==> config.mk <==
export PLATFORM = sky130hd
export DESIGN_NAME = mac_sequencer
export DESIGN_NICKNAME = d
export VERILOG_FILES = /design/src/rtl/mac_sequencer_pkg.sv /design/src/rtl/mac_sequencer_launch_reg.sv /design/src/rtl/mac_sequencer.sv
export SDC_FILE = /design/constraint.sdc
export NUM_CORES = 1
export LEC_CHECK = 0
export ABC_AREA = 1
export CORE_MARGIN = 2
export CORE_UTILIZATION = 50
export DETAILED_ROUTE_END_ITERATION = 12
export HOLD_SLACK_MARGIN = 0.15
export PLACE_DENSITY = 0.86
export SLEW_MARGIN = 20
export SYNTH_ARGS = -nofsm -noshare
export SYNTH_HDL_FRONTEND = slang
export SYNTH_SLANG_ARGS = --single-unit
==> constraint.sdc <==
create_clock -name clk_i -period 6.8 [get_ports clk_i]
set_input_delay 1.36 -clock clk_i [delete_from_list [all_inputs] [get_ports clk_i]]
set_output_delay 1.36 -clock clk_i [all_outputs]
set_load 0.02 [all_outputs]
==> src/rtl/mac_sequencer_pkg.sv <==
// Shared definitions for the mac sequencer: FSM state encodings and the
// operand/accumulator width defaults it shares with the mac datapath.
package mac_sequencer_pkg;

    localparam int DEF_N_TERMS = 4;
    localparam int DEF_OP_W    = 2;
    localparam int DEF_ACC_W   = 8;

    localparam logic [2:0] S_IDLE  = 3'd0;
    localparam logic [2:0] S_CLEAR = 3'd1;
    localparam logic [2:0] S_FEED  = 3'd2;
    localparam logic [2:0] S_DRAIN = 3'd3;
    localparam logic [2:0] S_DONE  = 3'd4;

endpackage

==> src/rtl/mac_sequencer_launch_reg.sv <==
// Falling-edge register bank that launches the mac operand/control pins, so
// they never move while the gated mac clock (clk & y) can be high.
module mac_launch_reg import mac_sequencer_pkg::*; #(
    parameter int OP_W = DEF_OP_W
) (
    input  logic            clk_i,
    input  logic            reset_i,
    input  logic [OP_W-1:0] a_d_i,
    input  logic [OP_W-1:0] b_d_i,
    input  logic            y_d_i,
    input  logic            nrst_d_i,
    output logic [OP_W-1:0] a_o,
    output logic [OP_W-1:0] b_o,
    output logic            y_o,
    output logic            nrst_o
);

    logic [OP_W-1:0] a_q;
    logic [OP_W-1:0] b_q;
    logic            y_q;
    logic            nrst_q;

    // Reset load leaves the mac idle: accumulate disabled and accumulator held clear.
    always_ff @(negedge clk_i) begin
        if (reset_i) begin
            a_q    <= '0;
            b_q    <= '0;
            y_q    <= 1'b0;
            nrst_q <= 1'b0;
        end else begin
            a_q    <= a_d_i;
            b_q    <= b_d_i;
            y_q    <= y_d_i;
            nrst_q <= nrst_d_i;
        end
    end

    assign a_o    = a_q;
    assign b_o    = b_q;
    assign y_o    = y_q;
    assign nrst_o = nrst_q;

endmodule

==> src/rtl/mac_sequencer.sv <==
// Initiator for a mac instance: clears it, streams N_TERMS operand pairs, then
// captures the dot product and compares it against an internally kept shadow sum.
module mac_sequencer import mac_sequencer_pkg::*; #(
    parameter int N_TERMS = DEF_N_TERMS,
    parameter int OP_W    = DEF_OP_W,
    parameter int ACC_W   = DEF_ACC_W
) (
    input  logic                    clk_i,
    input  logic                    reset_i,
    input  logic                    start_i,
    input  logic [N_TERMS*OP_W-1:0] vec_a_i,
    input  logic [N_TERMS*OP_W-1:0] vec_b_i,
    input  logic [ACC_W-1:0]        acc_in_i,
    output logic [OP_W-1:0]         mac_a_o,
    output logic [OP_W-1:0]         mac_b_o,
    output logic                    mac_y_o,
    output logic                    mac_nrst_o,
    output logic                    busy_o,
    output logic                    done_o,
    output logic [ACC_W-1:0]        result_o,
    output logic                    chk_err_o
);

    localparam int              K_W    = (N_TERMS > 1) ? $clog2(N_TERMS) : 1;
    localparam int              SH_W   = ACC_W + 1;
    localparam int              PROD_W = 2 * OP_W;
    localparam logic [K_W-1:0]  K_LAST = K_W'(N_TERMS - 1);

    logic [2:0]              state_q,   state_d;
    logic [K_W-1:0]          termIdx_q, termIdx_d;
    logic [N_TERMS*OP_W-1:0] vecA_q,    vecA_d;
    logic [N_TERMS*OP_W-1:0] vecB_q,    vecB_d;
    logic [SH_W-1:0]         shadow_q,  shadow_d;
    logic [ACC_W-1:0]        result_q,  result_d;
    logic                    chkErr_q,  chkErr_d;
    logic                    inReset_q;

    logic [31:0]             termBase;
    logic [OP_W-1:0]         termA, termB;
    logic [PROD_W-1:0]       termProd;
    logic [OP_W-1:0]         launchA, launchB;
    logic                    launchY, launchNrst;

    assign termBase = 32'(termIdx_q) * 32'(OP_W);
    assign termA    = vecA_q[termBase +: OP_W];
    assign termB    = vecB_q[termBase +: OP_W];
    assign termProd = PROD_W'(termA) * PROD_W'(termB);

    // DONE also accepts start so a back-to-back run begins on the edge it retires.
    always_comb begin
        state_d   = state_q;
        termIdx_d = termIdx_q;
        vecA_d    = vecA_q;
        vecB_d    = vecB_q;
        shadow_d  = shadow_q;
        result_d  = result_q;
        chkErr_d  = chkErr_q;
        case (state_q)
            S_IDLE, S_DONE: begin
                if (start_i) begin
                    state_d  = S_CLEAR;
                    vecA_d   = vec_a_i;
                    vecB_d   = vec_b_i;
                    shadow_d = '0;
                end else begin
                    state_d  = S_IDLE;
                end
            end
            S_CLEAR: begin
                state_d   = S_FEED;
                termIdx_d = '0;
            end
            S_FEED: begin
                shadow_d = shadow_q + SH_W'(termProd);
                if (termIdx_q == K_LAST) begin
                    state_d = S_DRAIN;
                end else begin
                    termIdx_d = termIdx_q + K_W'(1);
                end
            end
            S_DRAIN: begin
                state_d  = S_DONE;
                result_d = acc_in_i;
                chkErr_d = (acc_in_i != shadow_q[ACC_W-1:0]) || shadow_q[ACC_W];
            end
            default: state_d = S_IDLE;
        endcase
    end

    always_ff @(posedge clk_i) begin
        inReset_q <= reset_i;
        if (reset_i) begin
            state_q   <= S_IDLE;
            termIdx_q <= '0;
            vecA_q    <= '0;
            vecB_q    <= '0;
            shadow_q  <= '0;
            result_q  <= '0;
            chkErr_q  <= 1'b0;
        end else begin
            state_q   <= state_d;
            termIdx_q <= termIdx_d;
            vecA_q    <= vecA_d;
            vecB_q    <= vecB_d;
            shadow_q  <= shadow_d;
            result_q  <= result_d;
            chkErr_q  <= chkErr_d;
        end
    end

    // Pin values for the half cycle after the next falling edge, decoded from the current state.
    always_comb begin
        launchA    = '0;
        launchB    = '0;
        launchY    = 1'b0;
        launchNrst = 1'b1;
        case (state_q)
            S_IDLE, S_CLEAR: launchNrst = 1'b0;
            S_FEED: begin
                launchY = 1'b1;
                launchA = termA;
                launchB = termB;
            end
            default: launchNrst = 1'b1;
        endcase
    end

    mac_launch_reg #(
        .OP_W(OP_W)
    ) u_launch (
        .clk_i   (clk_i),
        .reset_i (inReset_q),
        .a_d_i   (launchA),
        .b_d_i   (launchB),
        .y_d_i   (launchY),
        .nrst_d_i(launchNrst),
        .a_o     (mac_a_o),
        .b_o     (mac_b_o),
        .y_o     (mac_y_o),
        .nrst_o  (mac_nrst_o)
    );

    assign busy_o    = (state_q != S_IDLE);
    assign done_o    = (state_q == S_DONE);
    assign result_o  = result_q;
    assign chk_err_o = chkErr_q;

endmodule

# Word level (Yosys, flattened, before mapping)
# Cells that the tools add are included.
classes:
  shifts: 2
  eq_ne: 9
  addsub: 2
  n_mux: 9
  n_mul: 1
  reduce_logical: 11
  n_lt_le_gt_ge: 0
  n_bitwise: 1
  div: 0
ops:
  columns: ["cell", "n"]
  rows:
  - ["case mux 9 bit (2 select lines)", 1]
  - ["variable part select 8 x 4 -> 2 bit", 2]
  - ["case mux 3 bit (4 select lines)", 1]
  - ["adder 9 x 4 -> 9 bit", 1]
  - ["2-to-1 mux 9 bit", 1]
  - ["!= test 8 bit", 1]
  - ["== test 3 x 2 -> 1 bit (second input constant)", 2]
  - ["!= test 2 bit (second input constant)", 3]
  - ["AND reduction 2 bit", 3]
  - ["OR reduction 2 bit", 3]
  - ["multiplier 2 x 2 -> 4 bit", 1]
  - ["case mux 2 bit (2 select lines)", 1]
  - ["nonzero test 2 bit", 2]
  - ["== test 3 x 1 -> 1 bit (second input constant)", 1]
  - ["== test 3 bit (second input constant)", 1]
  - ["logical NOT 3 bit", 1]
  - ["2-to-1 mux 1 bit", 3]
  - ["2-to-1 mux 3 bit", 1]
  - ["nonzero test 3 bit", 1]
  - ["adder 2 x 1 -> 2 bit (second input constant)", 1]
  - ["== test 2 bit (second input constant)", 1]
  - ["2-to-1 mux 2 bit", 1]
  - ["logical OR 1 bit", 1]
  - ["inverter 1 bit", 1]
word_totals:
  out_inout_bits: 17
  word_cells: 47
  mem_bits_ro: 0
  input_bits: 27
  regBits: 46
  mem_bits_rw: 0
  latchBits: 0
  n_memories: 0

# Logic depth before layout (Yosys ltp)
depth:
  ltp_word: 4
  depth_mapped: 15
  ltp_nobuf: 14

# Hierarchy
# Synthesis repeated with hierarchy kept, for this count alone.
unflattened:
  cells_unflattened: 322
  area_unflattened_um2: 2217.1
by_module_without_submodules:
  columns: ["module", "seq_area_each_um2", "cells_each", "instances", "area_each_um2"]
  rows:
  - ["mac_sequencer", 800.8, 303, 1, 2048.2]
  - ["mac_launch_reg", 120.1, 19, 1, 168.9]

==> reports/results.ini <==
[floorplan]
coreArea_mm2 = 0.00409
die_w_um = 69.7
die_height_um = 69.7
rows = 23
ios = 44
dieArea_mm2 = 0.00486
start_util_pct = 52.8

[layout]
fin_area_mm2 = 0.00271
final_cells = 397
utilization_pct = 66.4
antennaDiodeCount = 0
drive_above_1_share_pct = 7.49
nets = 381
area_growth_pct = 25.8

[power]
p_per_area_mw_per_mm2 = 245
p_leak_nw = 1.18
finalPower_mw = 0.664
peakVddDrop_mv = 0.123

[place]
placed_area_mm2 = 0.00259
dp_slack_ps = 1150
gp_congestion = 0.802
dp_hpwl_um = 3380
io_buffers = 43
dp.cells = 384

[global_route]
antenna_found_initial = 0
grt_pass1_vias = 1966
grt_overflow = 0
grt_pass1_wl_um = 8290
grt_max_degree = 31
grt.total_usage_pct = 20.7

[logic_synthesis]
yosys.cell_types.count = 29
synth-compound-area-share_pct = 12.3
synth_area_per_cell_um2 = 7.17
synthCells = 301
synth-xor-area-share_pct = 0.406
synthAdderAreaFrac_pct = 5.34
yosys.area_share.simple_pct = 31.0
syn_area_mm2 = 0.00216
yosysWarnings = 0
synth_top_family_by_area = simple AND/OR/NAND/NOR gates
yosysSeqAreaShare_pct = 42.7
synthesis.nets = 336
muxShareOfSynthArea_pct = 0
ys_seq_elements = 46

[setup_path]
crit_family = buffers and inverters
cp.required_ps = 5440
end_kind = output pin
cp_max_fo = 1
slowest_delay_ps = 590
slowest_stage = clkdlybuf4s50_1
crit_buf_inv = 1
worstPathCellList = clkdlybuf4s50_1
worstPathArrival_ps = 4650
cp-start-kind = flip-flop
critPathKind = flip-flop to output pin

[detailed_routing]
drt_drc_violations_left = 0
drt_first_pass_iters = 5
vias_per_cell = 5.09
wl_per_cell_um = 11.7
drt.antenna.violating_nets = 0
num_vias = 2021
finalWirelength_um = 4650
drt_iter0_markers = 159

[clock_tree]
cts_buffers = 5
cts.sink_count = 46
post_cts_buffers = 0
clk_path_buf_depth = 2
h-tree-depth = 2
cts-root-buf = clkbuf_8
holdBufCountCts = 0
insertion_delay_ps = 350
cts_resized = 0
cts.clk_slew.worst_paths_ps = 80
cts_tree = built

[timing]
final-setup-viol-count = 0
setup-tns-final_ps = 0
maxSlewViolCount = 0
holdWs_ps = 492
fin_ws_ps = 794
fin_worst_skew_ps = 57.5
slew_headroom_pct = 52.0
hold_viol_final = 0
tightest_slew_ps = 719
rsz0062_at_grt = no

[job]
drv_cap = 0

[min_path]
hp-class = flip-flop to flip-flop

[run_status]
status = finished clean

path summary, 6_finish.rpt:
path,start,endpoint,slack (ps),cells past startpoint
setup / recovery,u_launch.a_o[1],mac_a_o[1],790,1
hold reg to reg,vecB_q[3],vecB_q[3],490,2
hold / removal,vecB_q[3],vecB_q[3],490,2
setup reg to reg,termIdx_q[0],u_launch.a_o[1],2030,5
Yosys cell counts (all sizes together):
cell type	n	area, µm²
clkbuf	4	17.5
nor3	2	10.0
nand2	69	274
a21oi	17	108
a22oi	1	7.51
nand3	18	113
ha	6	75.1
o21ai	30	150
nand4	2	12.5
dfxtp	46	921
fa	2	40.0
nor2	65	246
inv	29	111
nand3b	1	7.51
or2	1	6.26
xnor2	1	8.76
clkinv	1	3.75
buf	6	45.0
routing by layer:
layer / vias up / track usage [%] / routed length (µm)
met1: 914 / 25.5 / 2070
met3: 11 / 4.65 / 221
met2: 55 / 34.4 / 2260
met5: - / 0 / 0
li1: 1041 / - / -
met4: 0 / 9.62 / 99
state kept, by name, summed over array words and instances (netlist names):
name             flops
result_o             8
u_launch.a_o         2
inReset_q            1
vecB_q               8
shadow_q             9
state_q              3
u_launch.nrst_o      1
u_launch.b_o         2
u_launch.y_o         1
chk_err_o            1
vecA_q               8
termIdx_q            2
final cells by class:
cell class,instances,area [µm²]
flip-flops and latches,46,921
fillers,366,1370
well taps,50,62.6
clock buffers,6,72.6
inverters,29,111
clock inverters,8,57.6
repair buffers,43,430
multi-input cells,215,1060
cell usage in the layout (no fill, tap or decap), drive strengths merged:
cell type,synthesis,routed
nand2,69,69
nor3,2,2
fa,2,2
nand4,2,2
clkinvlp,0,1
bufinv,0,1
a22oi,1,1
nor2,65,65
o21ai,30,30
nand3,18,18
nand3b,1,1
inv,29,34
a21oi,17,17
clkinv,1,1
clkbuf,4,6
or2,1,1
dfxtp,46,46
clkdlybuf4s50,0,43
ha,6,6
xnor2,1,1
power breakdown:
part,total [mW],switching (mW),internal [mW]
Clock,0.215,0.101,0.113
Sequential,0.309,0.0177,0.291
Combinational,0.140,0.0830,0.0569
Total,0.664,0.202,0.462
logic make-up after synthesis:
| family | Yosys count |
|---|---|
| simple gates | 158 |
| compound gates | 48 |
| flops | 46 |
| buf+inv | 40 |
| fa+ha+maj | 8 |
| xor+xnor | 1 |
Note: power is estimated with default switching activity, not from simulation.
